--- src/rtl/rr_grant_pkg.sv ---
// Shared types and helpers for the round-robin grant arbiter.
package rr_grant_pkg;

  typedef enum logic [1:0] {
    Idle    = 2'h0,
    Grant   = 2'h1,
    Release = 2'h2
  } rr_state_t;

  // Increment with explicit wrap, valid for any modulus (not only powers of two).
  function automatic int unsigned mod_inc(input int unsigned idx, input int unsigned n);
    return (idx + 32'd1 >= n) ? 32'd0 : idx + 32'd1;
  endfunction

endpackage

--- src/rtl/rr_grant_fsm_pick.sv ---
// Combinational rotating-priority picker: first set req bit at or after ptr.
module rr_pick
  import rr_grant_pkg::*;
#(
  parameter int unsigned NUM_REQ = 4,
  localparam int unsigned ID_W = $clog2(NUM_REQ)
) (
  input  logic [NUM_REQ-1:0] req,
  input  logic [ID_W-1:0]    ptr,
  output logic               any_c,
  output logic [ID_W-1:0]    win_id_c,
  output logic [NUM_REQ-1:0] win_onehot_c
);

  always_comb begin
    logic [ID_W-1:0] cand;
    any_c        = 1'b0;
    win_id_c     = '0;
    win_onehot_c = '0;
    cand         = ptr;
    for (int unsigned i = 0; i < NUM_REQ; i++) begin
      if (!any_c && req[cand]) begin
        any_c              = 1'b1;
        win_id_c           = cand;
        win_onehot_c[cand] = 1'b1;
      end
      cand = ID_W'(mod_inc(32'(cand), NUM_REQ));
    end
  end

endmodule

--- src/rtl/rr_grant_fsm.sv ---
// Round-robin arbiter: one owner at a time, bounded hold, one idle bubble between owners.
module rr_grant_fsm
  import rr_grant_pkg::*;
#(
  parameter int unsigned NUM_REQ  = 4,
  parameter int unsigned MAX_HOLD = 8,
  localparam int unsigned ID_W = $clog2(NUM_REQ)
) (
  input  logic               clk,
  input  logic               rst_n,
  input  logic [NUM_REQ-1:0] req,
  input  logic               done,
  output logic [NUM_REQ-1:0] gnt,
  output logic               gnt_valid,
  output logic [ID_W-1:0]    gnt_id,
  output logic               busy
);

  localparam int unsigned HC_W = (MAX_HOLD == 0) ? 1 : $clog2(MAX_HOLD + 1);

  rr_state_t           state_q, state_d;
  logic [ID_W-1:0]     ptr_q, ptr_d;
  logic [HC_W-1:0]     hold_q, hold_d;
  logic [NUM_REQ-1:0]  gnt_d;
  logic [ID_W-1:0]     gnt_id_d;
  logic                exit_c;
  logic                any_c;
  logic [ID_W-1:0]     win_id_c;
  logic [NUM_REQ-1:0]  win_onehot_c;

  rr_pick #(.NUM_REQ(NUM_REQ)) u_pick (
    .req          (req),
    .ptr          (ptr_q),
    .any_c        (any_c),
    .win_id_c     (win_id_c),
    .win_onehot_c (win_onehot_c)
  );

  // Any single cause ends the grant; coincident causes still give one transition.
  always_comb begin
    exit_c = !req[gnt_id] || done;
    if (MAX_HOLD != 0 && hold_q == HC_W'(MAX_HOLD - 32'd1)) exit_c = 1'b1;
  end

  always_comb begin
    state_d  = state_q;
    ptr_d    = ptr_q;
    hold_d   = hold_q;
    gnt_d    = gnt;
    gnt_id_d = gnt_id;
    case (state_q)
      Idle, Release: begin
        if (any_c) begin
          state_d  = Grant;
          gnt_d    = win_onehot_c;
          gnt_id_d = win_id_c;
          hold_d   = '0;
        end else begin
          state_d  = Idle;
          gnt_d    = '0;
          gnt_id_d = '0;
        end
      end
      Grant: begin
        if (exit_c) begin
          state_d  = Release;
          gnt_d    = '0;
          gnt_id_d = '0;
          ptr_d    = ID_W'(mod_inc(32'(gnt_id), NUM_REQ));
        end else if (hold_q != '1) begin
          hold_d = hold_q + HC_W'(1);
        end
      end
      default: begin
        state_d  = Idle;
        gnt_d    = '0;
        gnt_id_d = '0;
      end
    endcase
  end

  // Outputs are flopped alongside the state so they never glitch.
  always_ff @(posedge clk or negedge rst_n) begin
    if (!rst_n) begin
      state_q   <= Idle;
      ptr_q     <= '0;
      hold_q    <= '0;
      gnt       <= '0;
      gnt_id    <= '0;
      gnt_valid <= 1'b0;
      busy      <= 1'b0;
    end else begin
      state_q   <= state_d;
      ptr_q     <= ptr_d;
      hold_q    <= hold_d;
      gnt       <= gnt_d;
      gnt_id    <= gnt_id_d;
      gnt_valid <= |gnt_d;
      busy      <= (state_d != Idle);
    end
  end

endmodule
--- config.mk ---
export PLATFORM = sky130hd
export DESIGN_NAME = rr_grant_fsm
export DESIGN_NICKNAME = d
export VERILOG_FILES = /design/src/rtl/rr_grant_pkg.sv /design/src/rtl/rr_grant_fsm_pick.sv /design/src/rtl/rr_grant_fsm.sv
export SDC_FILE = /design/constraint.sdc
export NUM_CORES = 1
export LEC_CHECK = 0
export ABC_CLOCK_PERIOD_IN_PS = 4000
export BUFFER_PORTS_ARGS = -buffer_cell sky130_fd_sc_hd__clkbuf_2
export CAP_MARGIN = 25
export CORE_MARGIN = 3
export CORE_UTILIZATION = 40
export DETAILED_ROUTE_END_ITERATION = 12
export GPL_ROUTABILITY_DRIVEN = 0
export GPL_TIMING_DRIVEN = 0
export PLACE_DENSITY = 0.69
export SLEW_MARGIN = 10
export SYNTH_ARGS = -nofsm -noshare
export SYNTH_HDL_FRONTEND = slang
export SYNTH_SLANG_ARGS = --single-unit
--- constraint.sdc ---
create_clock -name clk -period 4 [get_ports clk]
set_input_delay 0.8 -clock clk [delete_from_list [all_inputs] [get_ports clk]]
set_output_delay 0.8 -clock clk [all_outputs]
set_load 0.03 [all_outputs]
==> results summary <==
The flow ran to the end, and the final reports show no timing, DRC or antenna violations. The proportion of power drawn by flip-flops and latches came out at a little under a quarter. The global-route wire length before repair came out at between 4 and 5 mm.

The max-slew headroom at the worst pin came out at between 60% and 70%. The sum of negative setup slack is 0 ns. The highest achievable clock rate is 270 MHz. The area fraction in compound gates after synthesis came out at between 20% and 30%. The total wire length is between 2 and 2.5 mm.

After clock tree synthesis, the clock-pin slew on the worst setup and hold paths is 0.09 ns. The number of post-CTS setup repair buffers came out at 0. In the synthesized netlist, mux cells make up approximately an eighth of the area. STA puts the critical path data arrival time at slightly below 4 ns. The static leakage came out at about 0.0006 uW. The switching power share of the total is 47.9%. After legalization and detailed placement, the total HPWL measured between 1.5 and 2 mm. Setup repair after global routing left no endpoint under its margin.

By count the netlist is led by dfrtp_1, nand2_1, ha_1, inv_1. The part of the power in combinational logic is between 60% and 70%. The number of I/O port buffers came out at 14.

The fraction of final layout cells with drive strength greater than 1 is roughly a quarter. The number of CTS-inserted buffers came out at 3. The worst setup path is captured at a flop. By area the synthesized netlist is led by dfrtp_1, ha_1, mux4_2.

The number of H-tree branching levels is 1. Counting cells, the worst reg-to-reg path comes to 11. The synthesized netlist devotes less than 1% of its cell area to XOR and XNOR gates. The final setup violation count came out at 0.

The antenna cell count is 0. The die covers between 0.003 and 0.004 sq mm. The final standard cell count with taps included and fillers excluded came out at roughly 170.

The worst setup path is of the reg2reg kind. The number of warning messages in the yosys log came out at 0. The flip-flop and latch count after synthesis came out at 16. The number of global-route vias before repair is around 1,000.

The instance count after placement with tap cells included is 168. The number of detailed-routing iterations run before antenna repair came out at 4. The floorplan row count is 19. The vias per cell came out at 6.02. The cell area that synthesis handed to floorplanning was between 0.001 and 0.0015 sq mm. The final period demand of the worst path is between 3 and 4 ns.

Pin placement for this block handled 15 I/O pins. The worst endpoint required time came out at around 4.2 ns. The largest vdd supply drop came out at 0.000300 V.

In this run the deepest clock path goes through 2 buffers. Gates resized during post-CTS repair numbered 0. The fraction of the mapped netlist area in simple logic gates came out at between 15 and 20%. The startpoint type of the worst setup path is a flop. The clock latency of the later-clocked register in the worst-skew pair came out at roughly 0.29 ns. For this block, the via count after detailed routing is 1,035. Global routing used ~15% of the available tracks. The overall overflow remaining after global route came out at 0. The floorplan step set the die height to ~61 um. The net total in the final layout is about 160. For this run, the leading register cell type out of synthesis is dfrtp_1. Counting every sink on the clock net gives 16.

The fraction of the yosys area taken by sequential cells is between 30% and 40%. The die is between 60 and 70 um wide. Of the total synthesized cell area, the portion taken by full adders, half adders and majority gates is around 8.4%.

For this design the total switching power over the nets is around 560 uW. After detailed routing, the average wire length per cell comes to about 14 um. Relative to the synthesized area, the layout overhead comes to 12.2%. The flop-to-flop setup slack is approximately 0.30 ns. The CTS tree is done. The clock share of power is under 10%.

The worst flop-to-flop path startpoint is ptr_q[0]. The cell area power density came out at approximately 900 mW/mm^2. The largest net degree at the start of global routing came out at 17. The layout filler cell count came out at ~270.

The endpoint identified for the worst register-to-register timing path is gnt_valid. Yosys mapped the design onto 40 distinct sky130hd cell types. The top fanout value on the critical path came out at 10. The post-route fraction of the period consumed by the critical path is ~90%. After synthesis, the largest area contributor takes up between 30 and 40% of total cell area. The number of pins exceeding their max-slew limit in the final report came to 0. Across the run, the number of max-cap violations was 0.

Clock skew on the completed layout was measured at between 0.0015 and 0.002 ns. The number of DRC violations after detailed routing came out at 0. The gate count after technology mapping is roughly 120. Internal power comes to 613 uW. The area of the core region is about 0.0028 sq mm. The number of nets produced by synthesis came out at between 100 and 150. After synthesis, the largest family of logic cells by area is compound AO/OA/AOI/OAI gates. The clock tree root driver cell is clkbuf_4. The initial detailed-routing violation count is 29.

The transition time at the pin with the least slew margin is between 0.5 and 0.6 ns. Once the floorplan was initialized, standard cells occupied ~43% of the core. The initial antenna violation count is 0. The average instance in the mapped netlist occupies roughly 9.7 sq um. For this design, the CTS-stage hold fixing added 0 buffers. The remaining number of nets flagged by the antenna check after routing came out at 0. Counting flops with a built-in enable in the synthesized netlist gives 0. In the post-synthesis netlist, the cell with the most instances is dfrtp_1. Summed over all instances, the cell type with the most area after synthesis is dfrtp_1. The worst min-delay path class is in2async.

The proportion of synthesized flip-flops having asynchronous set or reset came out at between 90% and 100%. The number of hold violations in the final report came out at 0.
==> worst max-delay path by stage <==
stage	from	end	slack (ns)	cells past startpoint
global placement	ptr_q[0]	gnt_valid	0.36	11
CTS	ptr_q[0]	gnt_valid	0.30	11
finish	ptr_q[0]	gnt_valid	0.30	11
floorplan	ptr_q[0]	gnt_valid	0.71	11
global route	ptr_q[0]	gnt_valid	0.07	11
detailed placement	ptr_q[0]	gnt_valid	0.32	11
==> metrics by stage <==
step	hold slack (ns)	worst slack (ns)	instance area (sq um)	utilization [%]	total power (uW)
6_report	0.412	0.301	1340	47.7	1180
5_1_grt	0.433	0.0699	1340	47.7	1280
4_1_cts	0.422	0.297	1340	47.7	1180
3_5_place_dp	0.482	0.324	1300	46.4	1070
3_3_place_gp	0.477	0.356	1300	46.4	1050
2_1_floorplan	0.498	0.714	1190	-	903
==> registers in the layout, indices dropped and copies added, names as in the netlist <==
signal	cells
hold_q	4
gnt_valid	1
gnt	4
busy	1
ptr_q	2
state_q	2
gnt_id	2
==> area by class of cell <==
cell class / instances / area, sq um / share of cell area, %
Clock buffer: 4 / 36.3 / 2.71
Multi-Input combinational cell: 94 / 736 / 55.0
Timing Repair Buffer: 14 / 70.1 / 5.23
Tap cell: 31 / 38.8 / 2.90
Sequential cell: 16 / 400 / 29.9
Buffer: 5 / 27.5 / 2.06
Inverter: 8 / 30.0 / 2.24
==> routing by layer <==
layer / wire length [um] / vias to the layer above / GRT usage, %
met5: 0 / - / 0
met4: 36 / 0 / 4.33
met3: 100 / 4 / 4.26
met2: 1210 / 35 / 25.0
met1: 1130 / 501 / 20.0
li1: - / 495 / -
==> power by group through the flow <==
stage	Sequential, uW	Combinational (uW)	Clock (uW)
after floorplan	319	583	0
after detailed placement	270	801	0
after global placement	268	785	0
final	267	804	105
after CTS	267	806	109
after global routing	275	889	115
==> cell usage in the layout, fill, tap and decap left out, types with 2 or more instances in the layout <==
| cell type | instances |
|---|---|
| nor3_1 | 3 |
| nor2b_1 | 6 |
| nor2_1 | 6 |
| clkbuf_4 | 3 |
| a211oi_1 | 3 |
| a221oi_1 | 3 |
| nand2_1 | 15 |
| mux2_2 | 5 |
| o21ai_0 | 5 |
| ha_1 | 8 |
| a31oi_1 | 2 |
| a21o_1 | 2 |
| a311oi_1 | 2 |
| dfrtp_1 | 16 |
| inv_1 | 8 |
| clkbuf_1 | 3 |
| a21oi_1 | 5 |
| a22o_1 | 4 |
| o21ai_2 | 2 |
| clkbuf_2 | 14 |
| mux4_2 | 4 |
==> kinds of logic (layout without fill, tap and decap cells) <==
family,count (synthesis),after routing
AOI/OAI and AO/OA,35,35
DFF,16,16
and+or+nand+nor,40,40
muxes,10,10
buffers and inverters,13,31
adders and majority gates,8,8
xor gates and xnor gates,1,1
==> critical path, cell delays in order, from the launching register on <==
cell,delay (ns)
dfrtp_1,0.42
buf_6,0.15
clkbuf_1,0.32
inv_1,0.19
ha_1,0.32
buf_2,0.23
mux4_2,0.58
or2_4,0.28
nor3_4,0.27
a21o_4,0.22
o21ai_2,0.08
or4_1,0.51
Note: power is estimated with default switching activity, not from simulation.
